$ cat src/rtl/cmd_dispatch_fsm_pkg.sv
// Shared definitions for the command dispatcher: verb and response byte codes,
// the 4-bit state encoding exposed on state_out, and the transmit push payload.
package cmd_dispatch_pkg;

  localparam int unsigned BYTE_W       = 8;
  localparam int unsigned NUM_CHAN_MAX = 8;

  // Verb bytes accepted as the first byte of a frame
  localparam logic [BYTE_W-1:0] VERB_PING   = 8'd2;
  localparam logic [BYTE_W-1:0] VERB_GO     = 8'd6;
  localparam logic [BYTE_W-1:0] VERB_STATUS = 8'd7;

  // Response bytes sent back over the transmitter
  localparam logic [BYTE_W-1:0] RSP_HELLO   = 8'd1;
  localparam logic [BYTE_W-1:0] RSP_DONE    = 8'd3;
  localparam logic [BYTE_W-1:0] RSP_ACK     = 8'd4;
  localparam logic [BYTE_W-1:0] RSP_PONG    = 8'd5;
  localparam logic [BYTE_W-1:0] RSP_NACK    = 8'd8;
  localparam logic [BYTE_W-1:0] RSP_TIMEOUT = 8'd9;

  typedef enum logic [3:0] {
    S_HELLO  = 4'd0,
    S_IDLE   = 4'd1,
    S_ARGS   = 4'd2,
    S_DECODE = 4'd3,
    S_START  = 4'd4,
    S_RUN    = 4'd5,
    S_TXWAIT = 4'd6
  } state_e;

  // One or two response bytes handed to the transmit queue in a single cycle
  typedef struct packed {
    logic              push;
    logic              two;
    logic [BYTE_W-1:0] b0;
    logic [BYTE_W-1:0] b1;
  } tx_push_t;

endpackage

$ cat src/rtl/cmd_dispatch_fsm_if.sv
// Bundle of receiver, transmitter and dispenser-channel signals.
//   master : dispatcher side (drives tx_*, disp_start/count, state_out)
//   slave  : environment side (drives rx_*, tx_busy, disp_done)
interface cmd_dispatch_fsm_if
  import cmd_dispatch_pkg::*;
#(
  parameter int unsigned NUM_CHAN = 3
);
  logic [BYTE_W-1:0]          rx_data;
  logic                       rx_valid;
  logic                       tx_busy;
  logic                       tx_start;
  logic [BYTE_W-1:0]          tx_data;
  logic                       disp_start;
  logic [NUM_CHAN*BYTE_W-1:0] disp_count;
  logic [NUM_CHAN-1:0]        disp_done;
  logic [3:0]                 state_out;

  modport master (
    input  rx_data, rx_valid, tx_busy, disp_done,
    output tx_start, tx_data, disp_start, disp_count, state_out
  );

  modport slave (
    output rx_data, rx_valid, tx_busy, disp_done,
    input  tx_start, tx_data, disp_start, disp_count, state_out
  );
endinterface

$ cat src/rtl/cmd_dispatch_fsm_tx_byte_queue.sv
// Two-entry response byte queue with the start/busy transmit handshake.
//   clk, rst_n      : clock, async active-low reset
//   push_i          : one or two bytes to queue (only issued while empty)
//   tx_busy_i       : transmitter busy level
//   tx_start_o      : one-cycle transmit request (registered)
//   tx_data_o       : byte sent, valid with tx_start_o (registered)
//   queue_idle_c_o  : nothing queued, nothing in flight (combinational)
module tx_byte_queue
  import cmd_dispatch_pkg::*;
(
  input  logic              clk,
  input  logic              rst_n,
  input  tx_push_t          push_i,
  input  logic              tx_busy_i,
  output logic              tx_start_o,
  output logic [BYTE_W-1:0] tx_data_o,
  output logic              queue_idle_c_o
);

  logic [BYTE_W-1:0] head_q, head_d;
  logic [BYTE_W-1:0] tail_q, tail_d;
  logic [1:0]        cnt_q, cnt_d;
  logic              tx_start_q, tx_start_d;
  logic [BYTE_W-1:0] tx_data_q, tx_data_d;
  logic              launch_c;

  // The transmitter may only raise busy the cycle after a start, so the start
  // cycle itself is never used to judge busy.
  assign launch_c       = (cnt_q != 2'd0) && !tx_busy_i && !tx_start_q;
  assign queue_idle_c_o = (cnt_q == 2'd0) && !tx_busy_i && !tx_start_q;
  assign tx_start_o     = tx_start_q;
  assign tx_data_o      = tx_data_q;

  // Load on push, shift out on launch
  always_comb begin
    head_d     = head_q;
    tail_d     = tail_q;
    cnt_d      = cnt_q;
    tx_start_d = 1'b0;
    tx_data_d  = tx_data_q;
    if (push_i.push) begin
      head_d = push_i.b0;
      tail_d = push_i.b1;
      cnt_d  = push_i.two ? 2'd2 : 2'd1;
    end else if (launch_c) begin
      tx_start_d = 1'b1;
      tx_data_d  = head_q;
      head_d     = tail_q;
      cnt_d      = cnt_q - 2'd1;
    end
  end

  always_ff @(posedge clk or negedge rst_n) begin
    if (!rst_n) begin
      head_q     <= '0;
      tail_q     <= '0;
      cnt_q      <= 2'd0;
      tx_start_q <= 1'b0;
      tx_data_q  <= '0;
    end else begin
      head_q     <= head_d;
      tail_q     <= tail_d;
      cnt_q      <= cnt_d;
      tx_start_q <= tx_start_d;
      tx_data_q  <= tx_data_d;
    end
  end

endmodule

$ cat src/rtl/cmd_dispatch_fsm.sv
// Byte-stream command sequencer: assembles verb + NUM_CHAN argument frames,
// starts the dispenser channels, waits for completion and answers via the
// transmit queue.
//   clk50m : system clock
//   reset  : async active-low reset
//   bus    : receiver / transmitter / dispenser signals (master side)
module cmd_dispatch_fsm
  import cmd_dispatch_pkg::*;
#(
  parameter int unsigned NUM_CHAN     = 3,
  parameter logic [23:0] BYTE_TIMEOUT = 24'd5_000_000,
  parameter logic [31:0] RUN_TIMEOUT  = 32'd500_000_000
) (
  input logic               clk50m,
  input logic               reset,
  cmd_dispatch_fsm_if.master bus
);

  localparam int unsigned ARG_W = NUM_CHAN * BYTE_W;
  localparam int unsigned IDX_W = $clog2(NUM_CHAN_MAX + 1);
  localparam int unsigned GAP_W = 24;
  localparam int unsigned RUN_W = 32;

  state_e             state_q, state_d;
  state_e             ret_q, ret_d;
  logic [BYTE_W-1:0]  verb_q, verb_d;
  logic [ARG_W-1:0]   args_q, args_d;
  logic [IDX_W-1:0]   idx_q, idx_d;
  logic [GAP_W-1:0]   gap_q, gap_d;
  logic [RUN_W-1:0]   run_q, run_d;
  logic               disp_start_q, disp_start_d;
  logic [ARG_W-1:0]   disp_count_q, disp_count_d;
  tx_push_t           push_c;
  logic               queue_idle_c;

  tx_byte_queue u_txq (
    .clk            (clk50m),
    .rst_n          (reset),
    .push_i         (push_c),
    .tx_busy_i      (bus.tx_busy),
    .tx_start_o     (bus.tx_start),
    .tx_data_o      (bus.tx_data),
    .queue_idle_c_o (queue_idle_c)
  );

  assign bus.disp_start = disp_start_q;
  assign bus.disp_count = disp_count_q;
  assign bus.state_out  = state_q;

  // Next-state, frame assembly, run supervision and response queuing
  always_comb begin
    state_d      = state_q;
    ret_d        = ret_q;
    verb_d       = verb_q;
    args_d       = args_q;
    idx_d        = idx_q;
    gap_d        = gap_q;
    run_d        = run_q;
    disp_start_d = 1'b0;
    disp_count_d = disp_count_q;
    push_c       = '0;

    case (state_q)
      S_HELLO: begin
        push_c.push = 1'b1;
        push_c.b0   = RSP_HELLO;
        ret_d       = S_IDLE;
        state_d     = S_TXWAIT;
      end

      S_IDLE: begin
        if (bus.rx_valid) begin
          verb_d  = bus.rx_data;
          idx_d   = '0;
          gap_d   = '0;
          state_d = S_ARGS;
        end
      end

      // A byte arriving in the expiry cycle takes priority over the timeout
      S_ARGS: begin
        if (bus.rx_valid) begin
          for (int unsigned i = 0; i < NUM_CHAN; i++) begin
            if (idx_q == IDX_W'(i)) args_d[i*BYTE_W +: BYTE_W] = bus.rx_data;
          end
          idx_d = idx_q + IDX_W'(1);
          gap_d = '0;
          if (idx_q == IDX_W'(NUM_CHAN - 1)) state_d = S_DECODE;
        end else if ((BYTE_TIMEOUT != '0) && (gap_q >= BYTE_TIMEOUT)) begin
          push_c.push = 1'b1;
          push_c.b0   = RSP_NACK;
          ret_d       = S_IDLE;
          state_d     = S_TXWAIT;
        end else if (gap_q != '1) begin
          gap_d = gap_q + GAP_W'(1);
        end
      end

      S_DECODE: begin
        push_c.push = 1'b1;
        ret_d       = S_IDLE;
        state_d     = S_TXWAIT;
        case (verb_q)
          VERB_PING: push_c.b0 = RSP_PONG;
          VERB_STATUS: begin
            push_c.two = 1'b1;
            push_c.b0  = RSP_PONG;
            push_c.b1  = BYTE_W'(bus.disp_done);
          end
          VERB_GO: begin
            push_c.b0 = RSP_ACK;
            if (args_q == '0) begin
              push_c.two = 1'b1;
              push_c.b1  = RSP_DONE;
            end else begin
              ret_d = S_START;
            end
          end
          default: push_c.b0 = RSP_NACK;
        endcase
      end

      S_START: begin
        disp_count_d = args_q;
        disp_start_d = 1'b1;
        run_d        = '0;
        state_d      = S_RUN;
      end

      // Done levels may still reflect the previous run for two cycles
      S_RUN: begin
        if ((run_q >= RUN_W'(2)) && (&bus.disp_done)) begin
          push_c.push = 1'b1;
          push_c.b0   = RSP_DONE;
          ret_d       = S_IDLE;
          state_d     = S_TXWAIT;
        end else if ((RUN_TIMEOUT != '0) && (run_q >= RUN_TIMEOUT)) begin
          push_c.push = 1'b1;
          push_c.b0   = RSP_TIMEOUT;
          ret_d       = S_IDLE;
          state_d     = S_TXWAIT;
        end else if (run_q != '1) begin
          run_d = run_q + RUN_W'(1);
        end
      end

      S_TXWAIT: begin
        if (queue_idle_c) state_d = ret_q;
      end

      default: state_d = S_IDLE;
    endcase

    if (state_d == S_IDLE) disp_count_d = '0;
  end

  always_ff @(posedge clk50m or negedge reset) begin
    if (!reset) begin
      state_q      <= S_HELLO;
      ret_q        <= S_IDLE;
      verb_q       <= '0;
      args_q       <= '0;
      idx_q        <= '0;
      gap_q        <= '0;
      run_q        <= '0;
      disp_start_q <= 1'b0;
      disp_count_q <= '0;
    end else begin
      state_q      <= state_d;
      ret_q        <= ret_d;
      verb_q       <= verb_d;
      args_q       <= args_d;
      idx_q        <= idx_d;
      gap_q        <= gap_d;
      run_q        <= run_d;
      disp_start_q <= disp_start_d;
      disp_count_q <= disp_count_d;
    end
  end

endmodule
$ cat src/flat_wrapper.sv
// flat-port wrapper written by rule: the top's interface ports become plain ports
module cmd_dispatch_fsm_flat import cmd_dispatch_pkg::*;
#(
  parameter int unsigned NUM_CHAN     = 3,
  parameter logic [23:0] BYTE_TIMEOUT = 24'd5_000_000,
  parameter logic [31:0] RUN_TIMEOUT  = 32'd500_000_000
)
  (clk50m, reset, bus_rx_data, bus_rx_valid, bus_tx_busy, bus_disp_done, bus_tx_start, bus_tx_data, bus_disp_start, bus_disp_count, bus_state_out);
  cmd_dispatch_fsm_if #(.NUM_CHAN(NUM_CHAN)) bus_i ();
  input logic clk50m;
  input logic reset;
  input wire logic [$bits(bus_i.rx_data)-1:0] bus_rx_data;
  input wire logic [$bits(bus_i.rx_valid)-1:0] bus_rx_valid;
  input wire logic [$bits(bus_i.tx_busy)-1:0] bus_tx_busy;
  input wire logic [$bits(bus_i.disp_done)-1:0] bus_disp_done;
  output wire logic [$bits(bus_i.tx_start)-1:0] bus_tx_start;
  output wire logic [$bits(bus_i.tx_data)-1:0] bus_tx_data;
  output wire logic [$bits(bus_i.disp_start)-1:0] bus_disp_start;
  output wire logic [$bits(bus_i.disp_count)-1:0] bus_disp_count;
  output wire logic [$bits(bus_i.state_out)-1:0] bus_state_out;
  assign bus_i.rx_data = bus_rx_data;
  assign bus_i.rx_valid = bus_rx_valid;
  assign bus_i.tx_busy = bus_tx_busy;
  assign bus_i.disp_done = bus_disp_done;
  assign bus_tx_start = bus_i.tx_start;
  assign bus_tx_data = bus_i.tx_data;
  assign bus_disp_start = bus_i.disp_start;
  assign bus_disp_count = bus_i.disp_count;
  assign bus_state_out = bus_i.state_out;
  cmd_dispatch_fsm #(.NUM_CHAN(NUM_CHAN), .BYTE_TIMEOUT(BYTE_TIMEOUT), .RUN_TIMEOUT(RUN_TIMEOUT)) u_core (.clk50m(clk50m), .reset(reset), .bus(bus_i));
endmodule
$ cat config.mk
export PLATFORM = sky130hd
export DESIGN_NAME = cmd_dispatch_fsm_flat
export DESIGN_NICKNAME = d
export VERILOG_FILES = /design/src/rtl/cmd_dispatch_fsm_pkg.sv /design/src/rtl/cmd_dispatch_fsm_if.sv /design/src/rtl/cmd_dispatch_fsm_tx_byte_queue.sv /design/src/rtl/cmd_dispatch_fsm.sv /design/src/flat_wrapper.sv
export SDC_FILE = /design/constraint.sdc
export NUM_CORES = 1
export LEC_CHECK = 0
export BUFFER_PORTS_ARGS = -buffer_cell sky130_fd_sc_hd__clkbuf_2
export CAP_MARGIN = 10
export CORE_MARGIN = 3
export CORE_UTILIZATION = 60
export DETAILED_ROUTE_END_ITERATION = 6
export PLACE_DENSITY = 0.8
export RECOVER_POWER = 25
export SLEW_MARGIN = 20
export SYNTH_ARGS = -nofsm -noshare
export SYNTH_HDL_FRONTEND = slang
export SYNTH_SLANG_ARGS = --single-unit
$ cat constraint.sdc
create_clock -name clk50m -period 3.5 [get_ports clk50m]
set_clock_uncertainty 0.2 [all_clocks]
set_input_delay 0.175 -clock clk50m [delete_from_list [all_inputs] [get_ports clk50m]]
set_output_delay 0.175 -clock clk50m [all_outputs]
set_load 0.02 [all_outputs]
## Word-level counts from Yosys, hierarchy flattened

Index checks and enable logic that the tools add are counted.

- Flip-flop bits (word level): 152
- Latch bits: 0
- RAM bits: 0
- Bits in read-only memories: 0
- Input bits: 15
- Word-level logic and storage cells: 131
- Memories kept: 0

- Add/subtract/negate cells: 4
- $mul: 0
- Divide/modulo/power cells: 0
- Magnitude comparators: 3
- Equal/unequal tests: 24
- Shifts and indexed selects: 0
- Multiplexer cells: 54
- Bitwise logic cells: 1
- Reduce and logical (&&, ||, !) cells: 29

Operator list:

| kind | count |
|---|---|
| $mux 24 | 6 |
| $mux 32 | 3 |
| $mux 4 | 16 |
| $pmux 32 s2 | 1 |
| $pmux 24 s2 | 1 |
| $mux 8 | 5 |
| $add 32x1->32 const B | 1 |
| $ge 32x2->1 const B | 1 |
| $ge 32x29->1 const B | 1 |
| $ne 32x32->1 const B | 1 |
| $pmux 8 s4 | 1 |
| $add 24x1->24 const B | 1 |
| $ge 24x23->1 const B | 1 |
| $logic_not 24->1 | 1 |
| $ne 24x24->1 const B | 1 |
| $pmux 4 s6 | 1 |
| $eq 8x3->1 const B | 2 |
| $pmux 4 s2 | 2 |
| $pmux 4 s4 | 1 |
| $pmux 8 s2 | 1 |
| $reduce_and 3->1 | 5 |
| $eq 4x1->1 const B | 3 |
| $eq 4x2->1 const B | 3 |
| $eq 4x3->1 const B | 3 |
| 23 further kinds | 53 |

## Longest topological paths before layout

- Word-level depth: 7
- Mapped depth: 10

## By module

Synthesis repeated with hierarchy kept, for this count alone.

- Cells, all modules: 755
- Area, all modules: 7,269.5 µm²

By module, submodules not included:

| module | instances | cells an instance | area each (µm²) | sequential area each (µm²) |
|---|---|---|---|---|
| cmd_dispatch_fsm | 1 | 669 | 6,129.6 | 3,079.2 |
| tx_byte_queue | 1 | 86 | 1,139.8 | 675.6 |

## Least setup slack after synthesis

No wires, ideal clock.

- Kind: register to register
- Start: register u_core.run_q[0]
- End: register u_core.u_txq.tx_data_q[0], in the netlist u_core.u_txq.tx_data_o[0]
- Data arrival time: 2.270 ns
- Required time: 3.175 ns
- Path slack: 0.906 ns
- Cell stages (with the launch flop): 10
- Path buffers: 0
- Period minus slack after synthesis: 2.594 ns
- Cell sequence: dfrtp_1 inv_1 ha_1 nor4_1 nand4_1 nor4_4 o21a_4 o21ai_2 nor2_2 mux2_2

- Longest elaborated chain between the ends: 6
- Elaborated cells between the ends (all ways): 8
- Those cells by class: 2 x order compare; 3 x mux; 1 x bitwise; 2 x reduce/logical

Ends and longest elaborated chain:

| item | RTL line | RTL |
|---|---|---|
| start: declaration | cmd_dispatch_fsm.sv:30 | `logic [RUN_W-1:0] run_q, run_d;` |
| start signal: assignment | cmd_dispatch_fsm.sv:175 | `run_q <= run_d;` |
| $ge 32x29->1 or $ge 32x2->1 (tied branches) | cmd_dispatch_fsm.sv:137, cmd_dispatch_fsm.sv:132 |  |
| $mux 1 or $logic_and 1x1->1 (tied branches) | cmd_dispatch_fsm.sv:137, cmd_dispatch_fsm.sv:132 |  |
| $mux 1 (*) | cmd_dispatch_fsm.sv:132 | `if ((run_q >= RUN_W'(2)) && (&bus.disp_done)) begin` |
| $pmux 1 s3 (*) | cmd_dispatch_fsm.sv:63 | `case (state_q)` |
| $not 1->1 (no source line) (*) | - |  |
| $reduce_and 2->1 (no source line) (*) | - |  |
| end signal: assignment | cmd_dispatch_fsm_tx_byte_queue.sv:65 | `tx_data_q <= tx_data_d;` |
| end: declaration | cmd_dispatch_fsm_tx_byte_queue.sv:24 | `logic [BYTE_W-1:0] tx_data_q, tx_data_d;` |

Mark *: on every way between the ends. The rest lies on a longest branch, timed or not.
A chain may end at the register's enable or synchronous reset.

## Worst setup path after layout

- Start: register u_core.run_q[0]
- End: register u_core.u_txq.tx_data_q[1], in the netlist u_core.u_txq.tx_data_o[1]

Same word-level chain as after synthesis.

==> metrics.csv <==
stage,metric,value,unit
grt,Total Routing Usage GR,28.0,%
sta,RSZ-0062 raised after global routing,no,
detailed_routing,drt via density,6.24,
clock_network,# H-tree levels,4,
power_and_ir_drop,Max rail drop VDD,0.000534,V
clock_network,# Post-CTS Setup Buffers,0,
clock_network,clock buffer depth,2,
grt,first-pass GRT wire length,27900,microns
sta,Slew HR,-43.1,%
finish,layout cells sized above 1,19.9,%
logic_synthesis,Seq cells post-synth,137,
sta,final worst path period share,84.8,%
placement,PortBufs,48,
logic_synthesis,Main synth FF type,dfrtp_1,
sta,final hold vios,0,
floorplanning,Core ar.,0.0106,sq mm
finish,Layout Area Growth over Synthesis,16.4,%
setup_path,critical-path cell list,inv_1 -> ha_1 -> nor4_1 -> nand4_1 -> nor4_4 -> o21a_4 -> o21ai_2 -> nor2_2 -> mux2_2,
power_and_ir_drop,switching share of power,35.0,%
floorplanning,die width,112,microns
logic_synthesis,Cells after Synth,675,
setup_path,CP startpoint kind,flop,
logic_synthesis,sequential element share of the synthesized area,51.1,%
grt,vias in the first global route,5652,
clock_network,worst skew pair latency,0.55,ns
placement,DP HPWL,11200,microns
floorplanning,initial core utilization,63.3,%
sta,actual slew at the worst max-slew pin,2.15,ns
placement,routability cong.,0.926,
floorplanning,die area,0.0125,sq mm
detailed_routing,DRC,0,
sta,f_max,0.337,GHz
sta,setup TNS,0,ns
sta,Final Max Slew Viols,89,
floorplanning,# IOs,53,
clock_network,clk slew on worst S/H paths,0.07,ns
detailed_routing,Iter 0 DRT Violations,544,
placement,placed instance area,0.00708,sq mm
flow_run,Max Cap Viol,1,
detailed_routing,DRT antenna net count,0,
grt,grt ovf,0,
clock_network,Num CTS Buffers,17,
power_and_ir_drop,Power Density,710,mW/mm^2
detailed_routing,drt pass-1 iters,5,
detailed_routing,Met1 Wirelength,6870,microns
sta,setup-violating endpoint count in the final report,0,
power_and_ir_drop,Sw Pwr,1940,uW
detailed_routing,vias,5554,
setup_path,CP bufs+invs,1,
floorplanning,num rows,37,
setup_path,crit-path max cell delay,0.42,ns
power_and_ir_drop,Clock Power Share,33.1,%
logic_synthesis,Ys Warns,0,
hold_path,worst min-delay path class,in2reg,
detailed_routing,final WL,16400,microns
finish,Ant. Diodes,0,
power_and_ir_drop,Seq pwr share,41.8,%
logic_synthesis,Yosys cell types,69,
logic_synthesis,synthesized area,0.00671,sq mm
grt,initial antenna violation count,0,
detailed_routing,routed len/inst,18.5,microns
sta,"Min Clock Period, post-route",2.97,ns
clock_network,CTS tree,done,
logic_synthesis,"FFs w/ async S/R, synth",100,%
detailed_routing,wire length on met3,1060,microns
setup_path,crit end category,flop,
detailed_routing,Highest Signal Layer,met4,
setup_path,Setup CP Type,reg2reg,
setup_path,"Slowest-stage cell, CP",dfrtp_1,
detailed_routing,met2 wire len,8110,microns
clock_network,Root Driver,clkbuf_8,
status,status,"finished, violations left",
setup_path,Critical Path RT,3.72,ns
logic_synthesis,synthesized area per cell,9.95,sq um
logic_synthesis,Post-synth EDFFs,0,
setup_path,worst-case register-to-register setup slack,0.53,ns
finish,Layout Nets,765,
grt,largest net degree at the start of global routing,89,
finish,"Design Area, Final",0.00782,sq mm
setup_path,worst path arrival time,3.19,ns
power_and_ir_drop,Combinational Power Share,25.1,%
setup_path,crit-path max FO,10,
power_and_ir_drop,internal power,3610,uW
floorplanning,Die H,112,microns
clock_network,clock sinks,137,
setup_path,Worst path top cell family by delay,simple AND/OR/NAND/NOR gates,
finish,# fillers,741,
power_and_ir_drop,Static Leakage,0.00359,uW
status,failing checks,"capacitance limit, slew limit",
## cell families after synthesis
family	after synthesis	share of synthesized area [%]
adders and majority gates	9	1.68
xor gates and xnor gates	21	2.74
DFF	137	51.1
and+or+nand+nor	311	22.8
other	1	0.0559
buffers and inverters	44	2.89
muxes	43	7.06
AOI/OAI and AO/OA	109	11.7
## tightest hold or removal path, cell delays in order
cell and delay (ns):
dlygate4sd3_1 0.52, clkbuf_2 0.14, mux2_2 0.15
## final timing paths
kind / cells past startpoint / endpoint / start
min in group asynchronous: 2 / u_core.gap_q[16]$_DFFE_PN0P_ / reset
setup / recovery: 9 / u_core.u_txq.tx_data_o[1]$_DFFE_PN0P_ / u_core.run_q[0]$_DFFE_PN0P_
hold reg to reg: 1 / u_core.idx_q[3]$_DFFE_PN0P_ / u_core.idx_q[3]$_DFFE_PN0P_
max in group asynchronous: 3 / u_core.bus.state_out[2]$_DFF_PN0_ / reset
hold / removal: 3 / u_core.args_q[9]$_DFFE_PN0P_ / bus_rx_data[1]
setup reg to reg: 9 / u_core.u_txq.tx_data_o[1]$_DFFE_PN0P_ / u_core.run_q[0]$_DFFE_PN0P_
## flip-flops by register name, summed over array words and instances (netlist names), 3 cells and up
| register | flops |
|---|---|
| u_core.run_q | 32 |
| u_core.args_q | 24 |
| u_core.bus.disp_count | 24 |
| u_core.gap_q | 24 |
| u_core.verb_q | 8 |
| u_core.bus.state_out | 4 |
| u_core.idx_q | 4 |
| u_core.u_txq.head_q | 4 |
| u_core.u_txq.tx_data_o | 4 |
| u_core.u_txq.tail_q | 3 |
## power groups by stage
stage,Clock [uW],Sequential [uW],Combinational (uW)
finish,1840,2320,1390
global route,1930,2380,1540
CTS,1860,2310,1400
detailed placement,0,2330,1370
global placement,0,2300,1310
floorplan,0,2290,946
## per-layer routing
layer | GRT usage, % | vias to the layer above
li1 | - | 2534
met3 | 7.77 | 41
met1 | 36.8 | 2753
met4 | 10.1 | 0
met2 | 44.6 | 226
met5 | 0 | -
## metrics by stage
| step | instances | setup WS (ns) | utilization [%] | power, uW | hold WS, ns |
|---|---|---|---|---|---|
| finish | 890 | 0.531 | 73.7 | 5550 | 0.276 |
| global route | 890 | 0.394 | 73.7 | 5850 | 0.267 |
| CTS | 890 | 0.588 | 73.8 | 5560 | 0.0538 |
| detailed placement | 844 | 0.615 | 66.8 | 3700 | 0.0730 |
| global placement | 844 | 0.739 | 66.8 | 3600 | 0.0679 |
| floorplan | 679 | 0.906 | - | 3240 | -0.321 |
## cell usage in the layout, fill, tap and decap left out, types with 4 or more instances in the layout
cell type      count
mux2i_1            8
and2_1             4
inv_1             16
conb_1             5
nor4_1            14
or4_1              4
o21ai_0           28
clkbuf_2          48
nor2_1            99
and4_1             5
a211oi_1           4
xnor2_1           10
nand2_1           62
a21oi_1           26
a31o_2             4
mux2_2            35
buf_4              8
dfrtp_1          136
nand3_1           24
ha_1               9
xor2_1            11
nand2b_1          15
o211ai_1           4
o31ai_1            4
clkbuf_16         16
dlygate4sd3_1     14
nand4_1           12
or3_1             15
inv_6              5
and3_1             6
nor3_1            36
## Yosys cell counts (all sizes together) (6+ instances only)
library cell | number | area (sq um)
xnor2 | 10 | 87.6
ha | 9 | 113
nand4 | 12 | 75.1
mux2i | 8 | 80.1
nand2b | 16 | 108
a21oi | 29 | 156
or3 | 15 | 93.8
nor3 | 36 | 180
nor4 | 16 | 121
mux2 | 35 | 394
and3 | 6 | 37.5
inv | 16 | 60.1
xor2 | 11 | 96.3
nor2 | 100 | 378
a211oi | 7 | 62.6
buf | 11 | 70.1
o21ai | 31 | 166
clkbuf | 16 | 60.1
nand2 | 62 | 233
dfrtp | 136 | 3400
nand3 | 24 | 120
## area by class of cell
class	instances	area [sq um]	area share, %
multi-input combinational	498	3110	39.8
clock inverter	15	188	2.40
sequential	137	3430	43.9
inverter	17	63.8	0.816
clock buffer	17	414	5.30
timing repair buffer	70	440	5.63
tap	136	170	2.18
## what timing repair did
| item | in CTS | in global routing |
|---|---|---|
| resized for setup | 0 | 0 |
| hold endpoints to repair | 134 | 0 |
| hold buffers | 14 | 0 |
Note: power is estimated with default switching activity, not from simulation.
